--- src/rtl/apb_arbiter_pkg.sv ---
// Shared definitions for the two-master APB arbiter: FSM encoding,
// master indices and the default watchdog limit.
package apb_arbiter_pkg;

    typedef enum logic [1:0] {
        IDLE   = 2'b00,
        SETUP  = 2'b01,
        ACCESS = 2'b10
    } arb_state_t;

    localparam logic M0 = 1'b0;
    localparam logic M1 = 1'b1;

    localparam int DEFAULT_TIMEOUT = 255;

endpackage

--- src/rtl/apb_arbiter_watchdog.sv ---
// ACCESS-phase watchdog: counts stalled cycles and flags expiry on the
// TIMEOUT-th one. A TIMEOUT of 0 disables expiry entirely.
module apb_watchdog
    import apb_arbiter_pkg::*;
#(
    parameter int TIMEOUT  = DEFAULT_TIMEOUT,
    parameter int TO_WIDTH = 8
) (
    input  logic clk,
    input  logic rts,
    input  logic clear,
    input  logic enable,
    output logic expire
);

    localparam bit                  ENABLED = (TIMEOUT != 0);
    localparam logic [TO_WIDTH-1:0] LIMIT   = TO_WIDTH'(TIMEOUT - 1);

    logic [TO_WIDTH-1:0] count;

    always_ff @(posedge clk or negedge rts) begin
        if (!rts) begin
            count <= '0;
        end else if (clear) begin
            count <= '0;
        end else if (enable) begin
            count <= count + 1'b1;
        end
    end

    assign expire = ENABLED && enable && (count == LIMIT);

endmodule

--- src/rtl/apb_arbiter.sv ---
// Round-robin arbiter sharing one downstream APB bus between two masters,
// regenerating SETUP/ACCESS phases and aborting hung transfers.
module apb_arbiter
    import apb_arbiter_pkg::*;
#(
    parameter int ADDR_WIDTH = 32,
    parameter int DATA_WIDTH = 32,
    parameter int TIMEOUT    = DEFAULT_TIMEOUT,
    parameter int TO_WIDTH   = 8
) (
    input  logic                    clk,
    input  logic                    rts,

    input  logic [ADDR_WIDTH-1:0]   m0_paddr,
    input  logic [DATA_WIDTH-1:0]   m0_pdata,
    input  logic                    m0_psel,
    input  logic                    m0_penable,
    input  logic                    m0_pwrite,
    input  logic [DATA_WIDTH/8-1:0] m0_pstb,
    output logic [DATA_WIDTH-1:0]   m0_prdata,
    output logic                    m0_pready,
    output logic                    m0_perr,

    input  logic [ADDR_WIDTH-1:0]   m1_paddr,
    input  logic [DATA_WIDTH-1:0]   m1_pdata,
    input  logic                    m1_psel,
    input  logic                    m1_penable,
    input  logic                    m1_pwrite,
    input  logic [DATA_WIDTH/8-1:0] m1_pstb,
    output logic [DATA_WIDTH-1:0]   m1_prdata,
    output logic                    m1_pready,
    output logic                    m1_perr,

    output logic [ADDR_WIDTH-1:0]   apb_paddr,
    output logic [DATA_WIDTH-1:0]   apb_pdata,
    output logic [DATA_WIDTH/8-1:0] apb_pstb,
    output logic                    apb_pwrite,
    output logic                    apb_psel,
    output logic                    apb_penable,
    input  logic [DATA_WIDTH-1:0]   apb_prdata,
    input  logic                    apb_pready,
    input  logic                    apb_perr,

    output logic [1:0]              grant,
    output logic                    timeout
);

    arb_state_t state;
    logic       owner;
    logic       last_grant;
    logic       winner;
    logic       expire;
    logic       done_ok;
    logic       wd_fire;

    // Master penable is implied by the arbiter's own phase sequencing.
    logic unused_penable;
    assign unused_penable = &{1'b0, m0_penable, m1_penable};

    always_comb begin
        winner = M0;
        if (m0_psel && m1_psel) begin
            winner = ~last_grant;
        end else if (m1_psel) begin
            winner = M1;
        end
    end

    always_ff @(posedge clk or negedge rts) begin
        if (!rts) begin
            state       <= IDLE;
            grant       <= 2'b00;
            owner       <= M0;
            last_grant  <= M1;
            apb_psel    <= 1'b0;
            apb_penable <= 1'b0;
        end else begin
            unique case (state)
                IDLE: begin
                    if (m0_psel || m1_psel) begin
                        state       <= SETUP;
                        owner       <= winner;
                        grant       <= (winner == M1) ? 2'b10 : 2'b01;
                        apb_psel    <= 1'b1;
                        apb_penable <= 1'b0;
                    end
                end
                SETUP: begin
                    state       <= ACCESS;
                    apb_penable <= 1'b1;
                end
                ACCESS: begin
                    if (done_ok || wd_fire) begin
                        state       <= IDLE;
                        grant       <= 2'b00;
                        last_grant  <= owner;
                        apb_psel    <= 1'b0;
                        apb_penable <= 1'b0;
                    end
                end
                default: begin
                    state       <= IDLE;
                    grant       <= 2'b00;
                    apb_psel    <= 1'b0;
                    apb_penable <= 1'b0;
                end
            endcase
        end
    end

    apb_watchdog #(
        .TIMEOUT  (TIMEOUT),
        .TO_WIDTH (TO_WIDTH)
    ) u_watchdog (
        .clk    (clk),
        .rts    (rts),
        .clear  (state == SETUP),
        .enable ((state == ACCESS) && !apb_pready),
        .expire (expire)
    );

    // Normal completion wins over a watchdog expiry landing in the same cycle.
    assign done_ok = (state == ACCESS) && apb_pready;
    assign wd_fire = (state == ACCESS) && !apb_pready && expire;
    assign timeout = wd_fire;

    always_comb begin
        apb_paddr  = '0;
        apb_pdata  = '0;
        apb_pstb   = '0;
        apb_pwrite = 1'b0;
        if (state != IDLE) begin
            if (owner == M1) begin
                apb_paddr  = m1_paddr;
                apb_pdata  = m1_pdata;
                apb_pstb   = m1_pstb;
                apb_pwrite = m1_pwrite;
            end else begin
                apb_paddr  = m0_paddr;
                apb_pdata  = m0_pdata;
                apb_pstb   = m0_pstb;
                apb_pwrite = m0_pwrite;
            end
        end
    end

    always_comb begin
        m0_pready = 1'b0;
        m0_perr   = 1'b0;
        m0_prdata = '0;
        m1_pready = 1'b0;
        m1_perr   = 1'b0;
        m1_prdata = '0;
        if (owner == M1) begin
            m1_pready = done_ok || wd_fire;
            m1_perr   = done_ok ? apb_perr : wd_fire;
            m1_prdata = done_ok ? apb_prdata : '0;
        end else begin
            m0_pready = done_ok || wd_fire;
            m0_perr   = done_ok ? apb_perr : wd_fire;
            m0_prdata = done_ok ? apb_prdata : '0;
        end
    end

endmodule

--- config.mk ---
export PLATFORM = sky130hd
export DESIGN_NAME = apb_arbiter
export DESIGN_NICKNAME = d
export VERILOG_FILES = /design/src/rtl/apb_arbiter_pkg.sv /design/src/rtl/apb_arbiter_watchdog.sv /design/src/rtl/apb_arbiter.sv
export SDC_FILE = /design/constraint.sdc
export NUM_CORES = 1
export LEC_CHECK = 0
export ABC_CLOCK_PERIOD_IN_PS = 3100
export CELL_PAD_IN_SITES_DETAIL_PLACEMENT = 1
export CELL_PAD_IN_SITES_GLOBAL_PLACEMENT = 2
export CORE_UTILIZATION = 11
export DETAILED_ROUTE_END_ITERATION = 10
export PLACE_DENSITY = 0.89
export SLEW_MARGIN = 30
export SYNTH_ARGS = -nofsm -noshare
export SYNTH_HDL_FRONTEND = slang
export SYNTH_SLANG_ARGS = --single-unit
--- constraint.sdc ---
create_clock -name clk -period 3.1 [get_ports clk]
set_input_delay 0.93 -clock clk [delete_from_list [all_inputs] [get_ports clk]]
set_output_delay 0.93 -clock clk [all_outputs]
set_load 0.03 [all_outputs]
==> metrics <==
status completed; Ys Warns 0; Routed WL per cell 14.7 um; DP HPWL 11.3 mm; layout cell share with drive strength beyond 1 26.2%; register area share after synthesis 16.2%; vias in the first global route 3,574; worst rel slew slack 53.9%; power density over the cells 757 nW/um2; FMAX 0.330 GHz; Die H 148 um; unrepaired setup endpoints after global routing no; Crit. Startpoint apb_pready; WP data arrival 2.10 ns; Synth Cell Area 2330 um2; syn nets 495; 1st-pass router iterations 4; dominant cells by area after synthesis mux2i_1, and2_1, dfrtp_1; Die Width 148 um; P_leak 2.70 nW; cts bufs inserted 3; Worst setup EP type primary output; effective utilization at floorplan 11.4%; Avg Cell Area, Syn 7.40 um2; Hold Crit Start u_watchdog.count[6]$_DFFE_PN0P_; Tot GR Track Use 11.2%; Design Area, Final 5740 um2; Post-Synthesis Cells 315; Hold Vio Cnt, Final 0; CTS max path bufs 2; commonest non-fill, non-tap cell in the layout clkdlybuf4s50_1; total chip power 4.35 mW; first-pass GRT wire length 19.2 mm; Area Overhead vs Synth 146%; worst-margin pin slew 0.690 ns; initial antenna violation count 1; Post-CTS Setup Bufs 0; crit path kind in2out; First DRT Iteration DRCs 79; largest net degree at the start of global routing 46; post-synth top area cell mux2i_1; reg-to-reg critical path startpoint apb_penable$_DFFE_PN0P_; Clock Skew 0.00222 ns; Post-route DRC 0; total grt overflow 0; num rows 52; GPL Wtd Cong 0.736; Clock Sinks 15; routed vias/inst 3.86; Worst Setup Start Kind primary input; I/O pin total 320; CP max FO 4; Worst-path clk slew 0.05 ns; #FFs+latches synth 15; max_cap viols 0; port bufs 317; min cycle time layout 3.03 ns; die footprint 21,800 um2; IR drop worst, VDD 0.402 mV; Final ANT Viol Nets 0; final-report max-slew violation count 0; root buf cell clkbuf_16; most frequent cells in the layout clkdlybuf4s50_1, buf_4, mux2i_1; Data required, critical path 2.17 ns; period utilisation layout 97.7%; H-tree lvl count 1; hold crit path type reg2reg; Hold Buf Count CTS 0; placed cell areas 5650 um2; setup violators final 0; Clock Latency Late Sink 0.25 ns; CTS tree done; core box area 20,500 um2; nets 804; synth unique cells 36; share of the synthesized area in the top cell type 30.9%; Vias 3,450; final WL 13.2 mm
-- path summary, 6_finish.rpt --
check                      slack [ns]  cells after the start                               to
min                              0.52                      1  u_watchdog.count[6]$_DFFE_PN0P_
min reg2reg                      0.52                      1  u_watchdog.count[6]$_DFFE_PN0P_
max reg2reg                      1.33                      4  u_watchdog.count[7]$_DFFE_PN0P_
max in group asynchronous        1.49                      1                owner$_DFFE_PN0P_
min in group asynchronous        1.10                      1  u_watchdog.count[1]$_DFFE_PN0P_
max                              0.07                      5                        m0_pready
-- cell usage after synthesis (all sizes together) --
| cell type | n |
|---|---|
| mux2i | 72 |
| o21ai | 5 |
| nor4 | 1 |
| dfrtp | 14 |
| dfstp | 1 |
| a21boi | 1 |
| nand2 | 10 |
| a32o | 1 |
| buf | 10 |
| o211ai | 1 |
| and3 | 4 |
| mux2 | 1 |
| or3b | 1 |
| xor2 | 1 |
| a32oi | 1 |
| nor2 | 71 |
| nor2b | 4 |
| ha | 2 |
| nor4bb | 1 |
| nand3 | 7 |
| a21oi | 2 |
| clkbuf | 15 |
| and4 | 1 |
| nand4 | 1 |
| o21a | 1 |
| and2 | 65 |
| nor3b | 1 |
| inv | 3 |
| a21o | 2 |
| o2bb2ai | 2 |
| nand2b | 6 |
| nor3 | 3 |
| o31ai | 1 |
| a2bb2oi | 3 |
-- registers in the layout, indices dropped and copies added, names as in the netlist --
register,cells
u_watchdog.count,8
grant,2
apb_penable,1
apb_psel,1
last_grant,1
owner,1
state,1
-- cell type report --
class	instances	area, um2
Antenna cell	1	2.50
Clock buffer	3	75.1
Clock inverter	1	5.00
Fill cell	2445	14800
Inverter	3	11.3
Multi-Input combinational cell	272	1850
Sequential cell	15	380
Tap cell	270	338
Timing Repair Buffer	329	3080
-- what timing repair did --
action,CTS,global route
gates resized for setup,2,2
endpoints found under the hold margin,0,0
pin swaps,0,0
endpoints found under the setup margin,45,1
-- power by group --
part	switching (mW)	internal (mW)
Sequential	0.0960	0.259
Clock	0.0839	0.173
Combinational	2.19	1.54
Total	2.37	1.97
-- per-layer routing --
layer  track usage [%]  vias up  share of wire [%]
met1              12.1     1536                 37
met2              21.8      231                 52
met4              1.65        0                1.1
met3              2.90        6                9.8
li1                  -     1677                  -
met5                 0        -                  0
-- kinds of logic (layout without fill, tap and decap cells) --
logic type      Yosys count  count (layout)  synth area share [%]
mux                      73              73                  31.4
flops                    15              15                  16.2
compound gates           20              20                  6.12
xor+xnor                  1               1                 0.376
buf+inv                  28             336                  5.58
other cells               0               1                     0
fa+ha+maj                 2               2                  1.07
simple gates            176             176                  39.3
-- through the flow --
stage | utilization [%] | hold slack (ns) | setup TNS (ns) | setup slack (ns) | instances
finish | 28.0 | 0.523 | 0 | 0.0705 | 894
floorplan | - | 0.479 | 0 | 0.0649 | 315
CTS | 28.0 | 0.526 | 0 | 0.0542 | 893
global route | 28.0 | 0.544 | 0 | 0.00184 | 894
detailed placement | 27.6 | 0.519 | -1.38 | -0.168 | 889
global placement | 27.6 | 0.507 | -0.860 | -0.166 | 889
-- worst max-delay path: stages --
cell,delay [ns]
dlygate4sd2_1,0.28
or3b_4,0.40
nor3_4,0.19
a21o_1,0.15
buf_4,0.16
No activity file was read; power rests on OpenSTA's default activity.
